$ cat config.mk
export PLATFORM = sky130hd
export DESIGN_NAME = cdb_arbiter
export DESIGN_NICKNAME = d
export VERILOG_FILES = /design/src/rtl/cdb_arbiter_pkg.sv /design/src/rtl/cdb_src_fifo.sv /design/src/rtl/cdb_arbiter.sv
export SDC_FILE = /design/constraint.sdc
export NUM_CORES = 1
export LEC_CHECK = 0
export ABC_AREA = 1
export BUFFER_PORTS_ARGS = -buffer_cell sky130_fd_sc_hd__clkbuf_2
export CORE_AREA = 2 2 184 186
export DETAILED_ROUTE_END_ITERATION = 10
export DIE_AREA = 0 0 186 188
export PLACE_DENSITY_LB_ADDON = 0.12
export SLEW_MARGIN = 0
export SYNTH_ARGS = -nofsm -noshare
export SYNTH_HDL_FRONTEND = slang
export SYNTH_SLANG_ARGS = --single-unit
$ cat constraint.sdc
create_clock -name i_clk -period 3.15 [get_ports i_clk]
set_input_delay 0.1575 -clock i_clk [delete_from_list [all_inputs] [get_ports i_clk]]
set_output_delay 0.1575 -clock i_clk [all_outputs]
set_load 0.05 [all_outputs]
$ cat src/rtl/cdb_arbiter_pkg.sv
// Shared definitions for the common-data-bus scheduler: bus widths, source
// indices and the round-robin pointer helper.
package cdb_arbiter_pkg;

  localparam int ROBIDBus  = 4;
  localparam int DataWidth = 32;

  localparam logic True  = 1'b1;
  localparam logic False = 1'b0;

  localparam int CDBSrcNum    = 3;
  localparam int CDBFifoDepth = 2;

  typedef enum logic [1:0] {
    CDB_ALU = 2'd0,
    CDB_LSB = 2'd1,
    CDB_BRU = 2'd2
  } cdb_src_e;

  // Round-robin successor of a source index, wrapping at num.
  function automatic logic [1:0] cdbNextSrc(input logic [1:0] cur, input int num);
    if (int'(cur) >= num - 1) begin
      return 2'd0;
    end
    return cur + 2'd1;
  endfunction

endpackage

$ cat src/rtl/cdb_src_fifo.sv
// Single-source result FIFO feeding the CDB arbiter; holds {rob_id, value}
// pairs and exposes the head entry, occupancy, full and empty.
module cdb_src_fifo
  import cdb_arbiter_pkg::*;
#(
  parameter int DEPTH    = CDBFifoDepth,
  parameter int ROB_ID_W = ROBIDBus,
  parameter int DATA_W   = DataWidth
) (
  input  logic                   i_clk,
  input  logic                   i_rst,
  input  logic                   i_rdy,
  input  logic                   i_flush,
  input  logic                   i_push,
  input  logic [ROB_ID_W-1:0]    i_push_rob_id,
  input  logic [DATA_W-1:0]      i_push_value,
  input  logic                   i_pop,
  output logic [ROB_ID_W-1:0]    o_head_rob_id,
  output logic [DATA_W-1:0]      o_head_value,
  output logic [$clog2(DEPTH):0] o_count,
  output logic                   o_full,
  output logic                   o_empty
);

  localparam int PW = $clog2(DEPTH);
  localparam int CW = PW + 1;

  logic [PW-1:0]       r_wr_ptr;
  logic [PW-1:0]       r_rd_ptr;
  logic [CW-1:0]       r_count;
  logic [ROB_ID_W-1:0] r_mem_id  [DEPTH];
  logic [DATA_W-1:0]   r_mem_val [DEPTH];

  logic w_active;
  logic w_full;
  logic w_empty;
  logic w_do_push;
  logic w_do_pop;

  assign w_active  = i_rst & i_rdy & ~i_flush;
  assign w_full    = (r_count == CW'(DEPTH));
  assign w_empty   = (r_count == '0);
  assign w_do_push = w_active & i_push & ~w_full;
  assign w_do_pop  = w_active & i_pop & ~w_empty;

  // Pointers wrap naturally because DEPTH is a power of two.
  always_ff @(posedge i_clk) begin
    if (!i_rst) begin
      r_wr_ptr <= '0;
      r_rd_ptr <= '0;
      r_count  <= '0;
    end else if (i_rdy) begin
      if (i_flush) begin
        r_wr_ptr <= '0;
        r_rd_ptr <= '0;
        r_count  <= '0;
      end else begin
        if (w_do_push) begin
          r_wr_ptr <= r_wr_ptr + 1'b1;
        end
        if (w_do_pop) begin
          r_rd_ptr <= r_rd_ptr + 1'b1;
        end
        case ({w_do_push, w_do_pop})
          2'b10:   r_count <= r_count + 1'b1;
          2'b01:   r_count <= r_count - 1'b1;
          default: r_count <= r_count;
        endcase
      end
    end
  end

  always_ff @(posedge i_clk) begin
    if (w_do_push) begin
      r_mem_id[r_wr_ptr]  <= i_push_rob_id;
      r_mem_val[r_wr_ptr] <= i_push_value;
    end
  end

  assign o_head_rob_id = r_mem_id[r_rd_ptr];
  assign o_head_value  = r_mem_val[r_rd_ptr];
  assign o_count       = r_count;
  assign o_full        = w_full;
  assign o_empty       = w_empty;

endmodule

$ cat src/rtl/cdb_arbiter.sv
// Common-data-bus scheduler: buffers results from each execution unit and
// broadcasts one per cycle under round-robin arbitration, with flush support.
module cdb_arbiter
  import cdb_arbiter_pkg::*;
#(
  parameter int NUM_SRC    = CDBSrcNum,
  parameter int FIFO_DEPTH = CDBFifoDepth,
  parameter int ROB_ID_W   = ROBIDBus,
  parameter int DATA_W     = DataWidth
) (
  input  logic                        i_clk,
  input  logic                        i_rst,
  input  logic                        i_rdy,
  input  logic                        i_flush,
  input  logic [NUM_SRC-1:0]          i_src_valid,
  input  logic [NUM_SRC*ROB_ID_W-1:0] i_src_rob_id,
  input  logic [NUM_SRC*DATA_W-1:0]   i_src_value,
  output logic [NUM_SRC-1:0]          o_src_ready,
  output logic                        o_cdb_valid,
  output logic [ROB_ID_W-1:0]         o_cdb_rob_id,
  output logic [DATA_W-1:0]           o_cdb_value,
  output logic [1:0]                  o_cdb_src
);

  localparam int CW = $clog2(FIFO_DEPTH) + 1;

  logic [NUM_SRC-1:0]  w_push;
  logic [NUM_SRC-1:0]  w_pop;
  logic [NUM_SRC-1:0]  w_full;
  logic [NUM_SRC-1:0]  w_empty;
  logic [NUM_SRC-1:0]  w_src_ready;
  logic [CW-1:0]       w_count    [NUM_SRC];
  logic [ROB_ID_W-1:0] w_head_id  [NUM_SRC];
  logic [DATA_W-1:0]   w_head_val [NUM_SRC];

  logic                w_normal;
  logic                w_found;
  logic [1:0]          w_winner;
  logic [ROB_ID_W-1:0] w_win_id;
  logic [DATA_W-1:0]   w_win_val;
  int                  w_idx;

  logic [1:0]          r_ptr;
  logic                r_cdb_valid;
  logic [ROB_ID_W-1:0] r_cdb_rob_id;
  logic [DATA_W-1:0]   r_cdb_value;
  logic [1:0]          r_cdb_src;

  assign w_normal = i_rst & i_rdy & ~i_flush;

  // Ready looks only at the current count, so a full FIFO being popped this
  // cycle still refuses a push.
  for (genvar g = 0; g < NUM_SRC; g++) begin : g_src
    assign w_src_ready[g] = w_normal & (w_count[g] != CW'(FIFO_DEPTH));
    assign w_push[g]      = i_src_valid[g] & w_src_ready[g] & ~w_full[g];
    assign w_pop[g]       = w_normal & w_found & (w_winner == 2'(g));

    cdb_src_fifo #(
      .DEPTH    (FIFO_DEPTH),
      .ROB_ID_W (ROB_ID_W),
      .DATA_W   (DATA_W)
    ) u_fifo (
      .i_clk         (i_clk),
      .i_rst         (i_rst),
      .i_rdy         (i_rdy),
      .i_flush       (i_flush),
      .i_push        (w_push[g]),
      .i_push_rob_id (i_src_rob_id[g*ROB_ID_W +: ROB_ID_W]),
      .i_push_value  (i_src_value[g*DATA_W +: DATA_W]),
      .i_pop         (w_pop[g]),
      .o_head_rob_id (w_head_id[g]),
      .o_head_value  (w_head_val[g]),
      .o_count       (w_count[g]),
      .o_full        (w_full[g]),
      .o_empty       (w_empty[g])
    );
  end

  // First non-empty FIFO at or after the pointer, wrapping, wins the bus.
  always_comb begin
    w_found   = False;
    w_winner  = '0;
    w_win_id  = '0;
    w_win_val = '0;
    w_idx     = 0;
    for (int k = 0; k < NUM_SRC; k++) begin
      w_idx = int'(r_ptr) + k;
      if (w_idx >= NUM_SRC) begin
        w_idx = w_idx - NUM_SRC;
      end
      if (!w_found && !w_empty[w_idx]) begin
        w_found   = True;
        w_winner  = 2'(w_idx);
        w_win_id  = w_head_id[w_idx];
        w_win_val = w_head_val[w_idx];
      end
    end
  end

  always_ff @(posedge i_clk) begin
    if (!i_rst) begin
      r_ptr        <= '0;
      r_cdb_valid  <= False;
      r_cdb_rob_id <= '0;
      r_cdb_value  <= '0;
      r_cdb_src    <= 2'(CDB_ALU);
    end else if (i_rdy) begin
      if (i_flush) begin
        r_ptr       <= '0;
        r_cdb_valid <= False;
      end else if (w_found) begin
        r_cdb_valid  <= True;
        r_cdb_rob_id <= w_win_id;
        r_cdb_value  <= w_win_val;
        r_cdb_src    <= w_winner;
        r_ptr        <= cdbNextSrc(w_winner, NUM_SRC);
      end else begin
        r_cdb_valid <= False;
      end
    end
  end

  assign o_src_ready  = w_src_ready;
  assign o_cdb_valid  = r_cdb_valid;
  assign o_cdb_rob_id = r_cdb_rob_id;
  assign o_cdb_value  = r_cdb_value;
  assign o_cdb_src    = r_cdb_src;

endmodule

[Word level (Yosys, flattened, before mapping)]
Memories as Yosys holds them, arrays and structs flattened. A register that Yosys moved wholly into a read port is not among the register bits.
Index checks and enable logic that the tools add are counted.
Word-level totals
  input bits: 115
  RAM bits: 216
  logic and storage cells: 218
  bits in registers: 53
  memories: 6
Memory list
  g_src[0].u_fifo.r_mem_val: words 2, width 32, rd ports 1, clocked after memory_dff 1, write ports 1, RTL line cdb_src_fifo.sv:32  | logic [DATA_W-1:0] r_mem_val [DEPTH];
  g_src[1].u_fifo.r_mem_val: words 2, width 32, rd ports 1, clocked after memory_dff 1, write ports 1, RTL line cdb_src_fifo.sv:32
  g_src[2].u_fifo.r_mem_val: words 2, width 32, rd ports 1, clocked after memory_dff 1, write ports 1, RTL line cdb_src_fifo.sv:32
  g_src[0].u_fifo.r_mem_id: words 2, width 4, rd ports 1, clocked after memory_dff 1, write ports 1, RTL line cdb_src_fifo.sv:31  | logic [ROB_ID_W-1:0] r_mem_id [DEPTH];
  g_src[1].u_fifo.r_mem_id: words 2, width 4, rd ports 1, clocked after memory_dff 1, write ports 1, RTL line cdb_src_fifo.sv:31
  g_src[2].u_fifo.r_mem_id: words 2, width 4, rd ports 1, clocked after memory_dff 1, write ports 1, RTL line cdb_src_fifo.sv:31
Cells by class
  equal/unequal tests: 14
  reductions and logical operators: 30
  bitwise logic cells: 37
  order comparisons: 10
  mux-type cells: 89
  add/subtract/negate cells: 18
Operator list (number)
  $mux 32: 12
  $bmux 32 s2: 3
  $ge 32x3->1 const B: 3
  $lt 32x4->1 const B: 3
  $not 32->32: 3
  $mux 1: 46
  $mux 4: 9
  $and 1x1->1: 27
  $bmux 4 s2: 3
  $mux 2: 10
  $reduce_and 2->1: 10
  $eq 2x2->1 const B: 7
  $reduce_bool 2->1: 7
  $pmux 2 s2: 3
  $reduce_bool 3->1: 3
  $add 2x1->2 const B: 4
  $eq 2x1->1 const B: 4
  $logic_not 2->1: 4
  $sub 3x2->4 const B: 2
  $not 1->1: 7
  $add 1x1->1 const B: 6
  $bmux 1 s2: 3
  $ge 3x2->1 const B: 2
  $ne 2x2->1 const B: 3
  other kinds (8): 14

[Logic depth before layout (Yosys ltp)]
Gate-level depths: netlist (run 1).
  depth after elaboration: 21
  gate-level depth with buffers: 19

[By module]
From an unflattened synthesis (run 1), not the netlist that was laid out.
Unflattened totals
  cells, all modules: 1375
  area total of the unflattened synthesis: 13492.9 um^2
By module, submodules not included
  cdb_src_fifo: cells each 162, area each 2925.3 um^2, times used 3
  cdb_arbiter: cells each 889, area each 4717.0 um^2, times used 1

[Worst setup path after synthesis (run 1)]
Ideal clock, no wire load.
  path kind: input-to-reg
  start point: input port i_rdy
  end point: memory g_src[0].u_fifo.r_mem_id[1][0] in the netlist's numbering, enable pin
  path slack: -0.449 ns
  data required time: 2.719 ns
  arrival: 3.168 ns
  path buffers: 0
  stages: 6
  cell sequence: inv_1 -> nor2_2 -> nand2_1 -> a21oi_1 -> nand2_1 -> nor2_1
On the way
  word-level cells in the longest chain between the ends: 9
RTL lines
  start, declared: RTL line cdb_arbiter.sv:13  | input logic i_rdy,
  $and 1x1->1 (2 in a row): RTL line cdb_arbiter.sv:49  | assign w_normal = i_rst & i_rdy & ~i_flush;
  $and 1x1->1: RTL line cdb_arbiter.sv:54  | assign w_src_ready[g] = w_normal & (w_count[g] != CW'(FIFO_DEPTH));
  named net o_src_ready[0]: RTL line cdb_arbiter.sv:18  | output logic [NUM_SRC-1:0] o_src_ready,
  $and 1x1->1 (2 in a row): RTL line cdb_arbiter.sv:55  | assign w_push[g] = i_src_valid[g] & w_src_ready[g] & ~w_full[g];
  $and 1x1->1 (2 in a row): RTL line cdb_src_fifo.sv:43  | assign w_do_push = w_active & i_push & ~w_full;
  $mux 1: RTL line cdb_src_fifo.sv:74  | if (w_do_push) begin
  $mux 1 (implied by the code): RTL line cdb_src_fifo.sv:75  | r_mem_id[r_wr_ptr] <= i_push_rob_id;
  end, declared: RTL line cdb_src_fifo.sv:31
The timed path passes the listed nets, and every way through them passes these cells.

[Final worst setup path (run 1)]
  start point: register r_ptr[1]
  end point: register r_cdb_value[7] (netlist: o_cdb_value[7])
On the way
  word-level cells in the longest chain between the ends: 13
  elaborated cells between the ends (all ways): 44
  classes of those cells: add/sub: 5; order compare: 3; mux: 27; bitwise: 3; reduce/logical: 6
RTL lines
  start, declared: RTL line cdb_arbiter.sv:43  | logic [1:0] r_ptr;
  start signal, assigned: RTL line cdb_arbiter.sv:116  | r_ptr <= cdbNextSrc(w_winner, NUM_SRC);
  $add 2x1->3: RTL line cdb_arbiter.sv:87  | w_idx = int'(r_ptr) + k;
  $sub 3x2->4 or $ge 3x2->1 (tied branches): RTL line cdb_arbiter.sv:89, cdb_arbiter.sv:88
  $mux 32: RTL line cdb_arbiter.sv:88  | if (w_idx >= NUM_SRC) begin
  $bmux 1 s2: RTL line cdb_arbiter.sv:91  | if (!w_found && !w_empty[w_idx]) begin
  $mux 1 (implied by the code) (2 in a row): RTL line cdb_arbiter.sv:91
  $logic_not 1->1: RTL line cdb_arbiter.sv:91
  $logic_and 1x1->1: RTL line cdb_arbiter.sv:91
  $mux 1: RTL line cdb_arbiter.sv:91
  $logic_not 1->1: RTL line cdb_arbiter.sv:91
  $logic_and 1x1->1: RTL line cdb_arbiter.sv:91
  $mux 1: RTL line cdb_arbiter.sv:91
  $reduce_and 3->1 (no line)
  end signal, assigned: RTL line cdb_arbiter.sv:114  | r_cdb_value <= w_win_val;
  end, declared: RTL line cdb_arbiter.sv:46  | logic [DATA_W-1:0] r_cdb_value;
Several ways; a longest one is shown, not always the timed one. The select of a mux whose other input is x is not followed.
A chain may end at the register's enable or synchronous reset.

==> run_results.csv, run 1 <==
group,metric,value,unit
power,power.density,608,nW/um2
critical_path,end_kind,"flip-flop",
finish,fillers,2994,
logic_synthesis,yosysMostFrequentCell,"nand2_1",
logic_synthesis,syn_area,13100,um2
critical_path,slowest_delay,0.37,ns
status,status,"finished, final reports clean",
logic_synthesis,yosys.area.top_type,"edfxtp_1",
power,p_comb_share,20.3,%
logic_synthesis,synth_common_cells,"nand2_1, edfxtp_1, o21ai_0, inv_1, a21oi_1",
logic_synthesis,syn_inst,1376,
logic_synthesis,synth_flop_cell,"edfxtp_1",
power,p_sw_share,29.4,%
finish,n_antenna_cell,0,
routing,drt_iter0_markers,751,
global_routing,grt_use_met2,35.4,%
timing,fmax,389,MHz
clocking,worstSkewPairLatency,0.51,ns
power,p_sw,2.97,mW
global_routing,grt_pass1_vias,9949,
worst_hold_path,hold_class,"primary input to flip-flop",
critical_path,path_delay_family,"buffers and inverters",
power,seqPwrFrac,40.8,%
routing,wl,37.8,mm
critical_path,cp.arrival,2.99,ns
finish,finalNetCount,1744,
routing,first_pass_iters,5,
place,placed_area,14400,um2
logic_synthesis,yosysWarnings,0,
logic_synthesis,synth_area_leaders,"edfxtp_1, dfxtp_1, nand2_1",
critical_path,worst_setup_path_start_kind,"flip-flop",
timing,finalHoldViolations,0,
logic_synthesis,synth_seq_cells,272,
global_routing,grtUsageTotal,21.7,%
clocking,h-tree-depth,2,
critical_path,crit_path_cell_trace,"inv_1, ha_1, inv_2, nand2_2, nand2_1, nand2_1, nand2_2, nand3_4, inv_1, buf_12, a31oi_1, a21oi_1",
timing,maxSlewHeadroom,44.1,%
logic_synthesis,async_flop_share,0,%
power,pwr-share-clk,38.9,%
timing,setup_viol,0,
die,io_pins,157,
die,initial_utilization,39.4,%
logic_synthesis,avgSynthCellArea,9.49,um2
routing,drc,0,
finish,final_area,16600,um2
routing,wl_per_cell,18.0,um
timing,finalCritPeriodShare,81.5,%
global_routing,met3_usage,3.30,%
routing,via_per_inst,5.02,
finish,synthToLayoutAreaGrowth,27.2,%
critical_path,critPathSlowestCell,"dfxtp_1",
timing,rsz0062_at_grt,"no",
clocking,cts_buffers,34,
routing,vias,10500,
die,die_area,35000,um2
timing,period_needed,2.57,ns
die,die_w,186,um
global_routing,top_usage_layer,"met2",
timing,drv_slew,0,
critical_path,cp_max_fo,24,
clocking,cts_resized,0,
power,ir_drop,505,uV
die,fp-row-count,67,
critical_path,crit_required,3.58,ns
job,cap_violations,0,
logic_synthesis,synth_nets,1493,
place,hpwl,25.5,mm
place,place.port_buffers,156,
clocking,cts_setup_buffers,0,
global_routing,antenna_found_initial,0,
die,core_area,33100,um2
global_routing,grt_pass1_wl,56.9,mm
global_routing,met1_usage,28.2,%
finish,drive_gt1_share,18.7,%
clocking,numClockSinks,272,
clocking,cts_tree,"done",
clocking,cts_root_buffer,"clkbuf_16",
critical_path,path_class,"flip-flop to flip-flop",
logic_synthesis,synth_edf_count,216,
critical_path,path_buf_inv,4,
routing,drtAntennaViolNets,0,
clocking,ctsHoldBuffers,108,
global_routing,gr-total-overflow,0,
power,intPower,7.12,mW
die,die_h,188,um
logic_synthesis,synth_top_area_share,49.7,%
timing,skew,0.0159,ns
clocking,ctsLongestPathBuffers,3,
global_routing,grt_start_max_net_pins,54,
timing,tns,0,ns
logic_synthesis,synth.distinct_cells,40,
clocking,cts.clk_slew.worst_paths,0.06,ns
logic_synthesis,ys_seq_area_share,58.3,%
power,leakagePower,6.66,nW
place,gp_congestion,0.890,
timing,worst_pin_slew,0.830,ns
## final timing paths
check	depth (start not counted)	slack (ns)	end	from
max	12	0.58	o_cdb_value[7]	r_ptr[1]
min reg2reg	2	0.48	o_cdb_valid	o_cdb_valid
min	4	0.06	g_src[1].u_fifo.o_count[1]	i_flush
max reg2reg	12	0.58	o_cdb_value[7]	r_ptr[1]
## final cells by class
class                   instances  area [um2]  area share [%]
multi-input cells             862        4510            27.1
well taps                     448         561            3.37
flip-flops and latches        272        7610            45.8
repair buffers                297        2200            13.2
clock inverters                18         230            1.39
inverters                     160         603            3.63
clock buffers                  42         902            5.43
## cells in the final DEF (no fill, tap or decap), types with 9 or more instances in the layout
| master | Yosys | routed |
|---|---|---|
| o21a_1 | 32 | 32 |
| o221ai_1 | 10 | 10 |
| nand2_2 | 9 | 9 |
| nor2_4 | 6 | 12 |
| mux2i_1 | 19 | 19 |
| or2_1 | 12 | 12 |
| dfxtp_1 | 56 | 53 |
| nand2_1 | 253 | 253 |
| nand3_1 | 22 | 22 |
| o21ai_0 | 168 | 168 |
| dlygate4sd3_1 | 0 | 108 |
| a21oi_1 | 152 | 152 |
| o22ai_1 | 22 | 22 |
| clkbuf_16 | 0 | 35 |
| nor2_1 | 69 | 63 |
| clkbuf_2 | 0 | 156 |
| inv_1 | 154 | 154 |
| edfxtp_1 | 216 | 216 |
| buf_4 | 4 | 26 |
| a211oi_1 | 22 | 22 |
| or2_2 | 24 | 24 |
## metal layers
| metal | vias up | share of wire [%] |
|---|---|---|
| li1 | 5228 | - |
| met1 | 4906 | 43 |
| met2 | 336 | 47 |
| met3 | 71 | 5.4 |
| met4 | 0 | 4.8 |
| met5 | - | 0 |
## cell families after synthesis
logic type,Yosys count,share of synthesized area [%]
xor+xnor,3,0.201
compound gates,421,18.0
flops,272,58.3
mux,19,1.46
simple gates,417,14.3
fa+ha+maj,2,0.192
buf+inv,242,7.57
## power groups by stage
stage	logic (mW)	clock network (mW)	registers [mW]
2_1_floorplan	1.11	0	4.41
3_3_place_gp	1.91	0	4.19
3_5_place_dp	1.93	0	4.19
4_1_cts	2.04	4.01	4.11
5_1_grt	2.24	4.15	4.12
6_report	2.05	3.93	4.11
## flip-flops by register name, indices dropped and copies added (netlist names), named ones only
name / count
g_src.u_fifo.o_count: 6
g_src.u_fifo.r_mem_id: 24
g_src.u_fifo.r_mem_val: 192
g_src.u_fifo.r_rd_ptr: 3
g_src.u_fifo.r_wr_ptr: 3
o_cdb_rob_id: 4
o_cdb_src: 2
o_cdb_valid: 1
o_cdb_value: 32
r_ptr: 2
## tightest hold or removal path, delay by kind of cell
kind            cells  cell delay (ns)
buf+inv             1             0.12
compound gates      1             0.07
simple gates        2             0.17
## stage by stage
| stage | worst slack (ns) | hold WS [ns] | std cells | utilization, % | power, mW |
|---|---|---|---|---|---|
| after floorplan | 0.121 | 0.256 | 1376 | - | 5.52 |
| after global placement | 0.729 | 0.347 | 1931 | 43.5 | 6.10 |
| after detailed placement | 0.676 | 0.350 | 1931 | 43.5 | 6.11 |
| after CTS | 0.636 | 0.0389 | 2099 | 50.2 | 10.2 |
| after global routing | 0.428 | 0.0799 | 2099 | 50.2 | 10.5 |
| final | 0.582 | 0.0605 | 2099 | 50.2 | 10.1 |
Power figures use the tool's default switching activity.
==> run 2: changes to the inputs <==
- clock period: 3.15 -> 2.5 ns (I/O delays scaled with it)
==> run 2 against run 1 <==
Register-to-register slack worse by 0.33 ns. Setup slack got worse by 0.33 ns. Routed wire length grew 4.2%. Non-clock buffer count increased by 31. Hold slack worse by 0.046 ns. Clock-buffer cell count down 5. Via count grew 1.2%. Clock power increased by 22%. Power up 25%. Critical path type unchanged.
==> run_results.csv, run 2 (synthesis results as in run 1) <==
group,metric,value,unit
status,status,"finished, final reports clean",
finish,mostFrequentLayoutCells,"nand2_1, edfxtp_1, o21ai_0",
routing,first_pass_iters,5,
routing,drc,0,
critical_path,cp_max_fo,9,
critical_path,cp.arrival,2.68,ns
timing,finalCritPeriodShare,89.9,%
clocking,cts_root_buffer,"clkbuf_16",
timing,rsz0062_at_grt,"no",
die,io_pins,157,
routing,drtAntennaViolNets,0,
critical_path,cpMostUsedCell,"nand2_1",
finish,final_common_cell,"nand2_1",
finish,regMostFlops,"g_src.u_fifo.r_mem_val",
finish,post-route-util,51.0,%
clocking,numClockSinks,272,
die,die_h,188,um
place,placed_area,14700,um2
die,core_area,33100,um2
die,fp-row-count,67,
worst_hold_path,hold_class,"primary input to flip-flop",
timing,drv_slew,0,
power,leakagePower,6.83,nW
routing,via_per_inst,5.01,
critical_path,end_kind,"flip-flop",
clocking,h-tree-depth,2,
place,hpwl,26.7,mm
die,die_w,186,um
clocking,cts_setup_buffers,0,
place,gp_congestion,0.911,
timing,tns,0,ns
timing,skew,0.0200,ns
routing,drt_iter0_markers,745,
routing,vias,10700,
clocking,cts_buffers,34,
critical_path,slowest_delay,0.39,ns
critical_path,rr_endpoint,"g_src[0].u_fifo.o_count[0]",
clocking,ctsLongestPathBuffers,3,
clocking,cts.clk_slew.worst_paths,0.06,ns
finish,finalNetCount,1775,
timing,period_needed,2.25,ns
finish,final_area,16900,um2
global_routing,grt_pass1_vias,10300,
critical_path,worst_setup_path_start_kind,"flip-flop",
global_routing,gr-total-overflow,0,
global_routing,grt_start_max_net_pins,51,
critical_path,rr_startpoint,"r_ptr[0]",
critical_path,path_class,"flip-flop to flip-flop",
critical_path,path_buf_inv,4,
power,power.density,748,nW/um2
clocking,cts_tree,"done",
critical_path,rr_worst_depth,15,
die,initial_utilization,39.4,%
place,place.port_buffers,156,
power,ir_drop,653,uV
critical_path,path_delay_family,"simple AND/OR/NAND/NOR gates",
critical_path,critPathSlowestCell,"ha_2",
global_routing,grtUsageTotal,22.8,%
finish,fillers,3034,
worst_hold_path,worstHoldStart,"i_flush",
routing,wl_per_cell,18.5,um
finish,synthToLayoutAreaGrowth,29.4,%
critical_path,crit_path_cell_trace,"inv_1, ha_2, inv_4, buf_4, a21oi_4, inv_2, nand2_4, nand2_4, nor2_4, nand2_2, nand2_1, nand3_2, nand2_1, nand2_1, a21oi_1",
timing,setup_viol,0,
timing,holdWs,0.0143,ns
global_routing,antenna_found_initial,0,
worst_hold_path,holdPathStages,4,
critical_path,crit_required,2.93,ns
routing,wl,39.4,mm
timing,maxSlewHeadroom,49.8,%
job,cap_violations,0,
critical_path,r2r_setup_slack,0.25,ns
timing,finalHoldViolations,0,
power,total_power,12.6,mW
clocking,worstSkewPairLatency,0.51,ns
die,die_area,35000,um2
timing,worst_pin_slew,0.748,ns
global_routing,grt_pass1_wl,59.7,mm
timing,fmax,445,MHz
finish,n_antenna_cell,0,
worst_hold_path,hold_end,"g_src[1].u_fifo.o_count[1]",
finish,drive_gt1_share,20.2,%
finish,largest_reg_flops,192,
## run 2: changes by cell type in the layout (fill, tap and decap cells not counted), moves of 2 or more
cell	change
buf_12	+7
clkinv_2	+5
clkbuf_1	-4
buf_4	+23
clkinvlp_4	-2
clkinv_1	+2
## run 2: power by group
group / leakage [nW] / internal, mW / switching, mW
registers: 2.41 / 5.04 / 0.152
clock network: 0.528 / 2.91 / 1.87
logic: 3.90 / 0.897 / 1.77
## run 2: metrics by stage
step	cells	worst slack (ns)
CTS	2129	0.216
global route	2129	0.0405
global placement	1961	0.224
finish	2129	0.252
floorplan	1376	-0.345
detailed placement	1961	0.234
## run 2: worst register-to-register path: stages (launching register included)
cell and delay (ns):
dfxtp_1 0.36, inv_1 0.06, ha_2 0.39, inv_4 0.08, buf_4 0.17, a21oi_4 0.23, inv_2 0.07, nand2_4 0.09
nand2_4 0.07, nor2_4 0.15, nand2_2 0.08, nand2_1 0.09, nand3_2 0.10, nand2_1 0.08, nand2_1 0.04, a21oi_1 0.12
## run 2: how the worst max path moves through the flow
stage | from | endpoint | slack [ns] | cells after the start
after global routing | r_ptr[0] | o_cdb_value[26] | 0.04 | 12
after global placement | r_ptr[1] | g_src[1].u_fifo.o_count[1] | 0.22 | 15
final | r_ptr[0] | g_src[0].u_fifo.o_count[0] | 0.25 | 15
after detailed placement | r_ptr[0] | o_cdb_rob_id[0] | 0.23 | 12
after CTS | r_ptr[0] | o_cdb_rob_id[0] | 0.22 | 12
after floorplan | i_rdy | g_src[1].u_fifo.r_mem_id[1][0] | -0.34 | 6
## run 2: final cells by class
cell class                 count  area [um2]  area share (%)
clock buffer                  37         862            5.10
clock inverter                22         225            1.33
timing repair buffer         328        2520            14.9
sequential                   272        7610            45.1
multi-input combinational    862        4510            26.7
inverter                     160         606            3.58
tap                          448         561            3.32
## run 2: layer usage
layer | part of all wire (%) | vias up | global-route usage [%]
met5 | 0 | - | 0
li1 | - | 5285 | -
met1 | 43 | 4995 | 30.1
met2 | 48 | 317 | 38.1
met3 | 5.5 | 70 | 3.05
met4 | 3.7 | 0 | 8.69
## run 2: repair_timing
item                                   CTS  global route
endpoints found under the hold margin  217             0
setup endpoints to repair                0            12
gates resized for setup                  0             3
hold buffers                           109             0
==> run 3: changes to the inputs <==
- RECOVER_POWER: default -> 25
==> run 3 against run 2 <==
Setup slack is essentially flat. Clock skew grew 0.0013 ns. Power is essentially flat. Critical path depth is the same. Sequential power is essentially flat. Routed wire length grew 0.15%. Sequential share of layout area grew 0.16 points. Non-clock buffer count is the same. Via count shrank 0.16%. Global-route usage is the same. First-iteration DRC count shrank 7.8%. Design area shrank 0.35%. Critical endpoint unchanged. Largest cell class unchanged. Largest power group unchanged. Highest routed layer unchanged.
==> run_results.csv, run 3 (synthesis results as in run 1) <==
group,metric,value,unit
clocking,cts_root_buffer,"clkbuf_16",
finish,regArea,7610,um2
finish,regMostFlops,"g_src.u_fifo.r_mem_val",
timing,skew,0.0213,ns
critical_path,cpMostUsedCell,"nand2_1",
power,total_power,12.6,mW
timing,period_needed,2.25,ns
routing,drt_iter0_markers,687,
critical_path,cp.arrival,2.68,ns
power,leakagePower,6.69,nW
place,hpwl,26.7,mm
finish,fillers,3052,
timing,worst_pin_slew,0.742,ns
critical_path,crit_path_cell_trace,"inv_1, ha_2, inv_4, buf_4, a21oi_4, inv_2, nand2_4, nand2_4, nor2_4, nand2_2, nand2_1, nand3_2, nand2_1, nand2_1, a21oi_1",
routing,wl_per_cell,18.5,um
timing,setup_viol,0,
global_routing,grtUsageTotal,22.8,%
routing,vias,10700,
clocking,cts_setup_buffers,0,
routing,drtAntennaViolNets,0,
die,die_h,188,um
critical_path,worst_setup_path_start_kind,"flip-flop",
place,placed_area,14700,um2
die,io_pins,157,
die,core_area,33100,um2
finish,largest_reg_flops,192,
clocking,ctsLongestPathBuffers,3,
timing,finalCritPeriodShare,89.9,%
finish,multiInputGateArea,4510,um2
critical_path,path_delay_family,"simple AND/OR/NAND/NOR gates",
power,power.density,751,nW/um2
power,p_comb_share,21.0,%
place,place.port_buffers,156,
critical_path,path_class,"flip-flop to flip-flop",
worst_hold_path,hold_class,"primary input to flip-flop",
power,seqPwrFrac,41.1,%
die,initial_utilization,39.4,%
power,intPower,8.84,mW
place,gp_congestion,0.911,
critical_path,end_kind,"flip-flop",
global_routing,grt_pass1_vias,10300,
clocking,cts_buffers,34,
finish,mostFrequentLayoutCells,"nand2_1, edfxtp_1, o21ai_0",
timing,drv_slew,0,
critical_path,crit_required,2.93,ns
routing,wl,39.5,mm
finish,final_area,16800,um2
die,die_area,35000,um2
routing,drc,0,
finish,finalNetCount,1775,
global_routing,grt_start_max_net_pins,51,
clocking,worstSkewPairLatency,0.51,ns
die,fp-row-count,67,
die,die_w,186,um
routing,via_per_inst,5.00,
finish,drive_gt1_share,17.4,%
clocking,cts_tree,"done",
timing,tns,0,ns
timing,rsz0062_at_grt,"no",
global_routing,antenna_found_initial,0,
critical_path,path_buf_inv,4,
global_routing,grt_pass1_wl,59.7,mm
critical_path,slowest_delay,0.39,ns
clocking,cts.clk_slew.worst_paths,0.06,ns
routing,first_pass_iters,5,
finish,final_common_cell,"nand2_1",
critical_path,cp_max_fo,9,
status,status,"finished, final reports clean",
job,cap_violations,0,
power,p_sw_share,30.1,%
finish,synthToLayoutAreaGrowth,29.0,%
timing,finalHoldViolations,0,
global_routing,gr-total-overflow,0,
timing,maxSlewHeadroom,50.2,%
timing,holdWs,0.0198,ns
power,ir_drop,653,uV
finish,n_antenna_cell,0,
clocking,numClockSinks,272,
power,p_sw,3.80,mW
power,pwr-share-clk,37.9,%
clocking,h-tree-depth,2,
critical_path,critPathSlowestCell,"ha_2",
timing,fmax,445,MHz
-- run 3: cell types whose count changed in the layout (fill, tap and decap cells not counted) --
cell      delta
buf_1        +1
clkbuf_1    +46
clkbuf_2    -47
-- run 3: final timing paths --
kind	end	from	slack (ns)	cells after the start
max	g_src[0].u_fifo.o_count[0]	r_ptr[0]	0.25	15
min reg2reg	o_cdb_valid	o_cdb_valid	0.48	2
min	g_src[1].u_fifo.o_count[1]	i_flush	0.02	4
max reg2reg	g_src[0].u_fifo.o_count[0]	r_ptr[0]	0.25	15
-- run 3: layer usage --
metal | part of all wire (%) | global-route usage, % | wire [um]
met2 | 48 | 38.1 | 19000
met5 | 0 | 0 | 0
met4 | 3.6 | 8.69 | 1430
met3 | 5.3 | 3.05 | 2080
met1 | 43 | 30.1 | 17000
-- run 3: cell type report --
cell class	instances	area share [%]
Multi-Input combinational cell	862	26.8
Tap cell	448	3.33
Sequential cell	272	45.2
Inverter	160	3.60
Timing Repair Buffer	328	14.6
Clock inverter	22	1.34
Clock buffer	37	5.12
-- run 3: stage by stage --
step,setup WS [ns],util [%],instances
detailed placement,0.234,44.4,1961
global route,0.0405,50.8,2129
global placement,0.224,44.4,1961
floorplan,-0.345,-,1376
CTS,0.216,51.0,2129
finish,0.251,50.8,2129
-- run 3: timing repair --
action,4_1_cts,5_1_grt
endpoints found under the setup margin,0,12
hold endpoints to repair,217,0
hold buffers,109,0
resized for setup,0,3
-- run 3: worst register-to-register path, delay by kind of cell, from the launching register on --
kind                       cells  cell delay (ns)
buffers and inverters          4             0.38
and+or+nand+nor                8             0.71
DFF                            1             0.36
adders and majority gates      1             0.39
AOI/OAI and AO/OA              2             0.35
-- run 3: power groups by stage --
stage	clock, mW	sequential, mW	combinational, mW
after global routing	5.07	5.20	2.92
after CTS	4.88	5.19	2.66
final	4.79	5.19	2.66
after global placement	0	5.29	2.50
after detailed placement	0	5.28	2.51
after floorplan	0	5.56	1.40
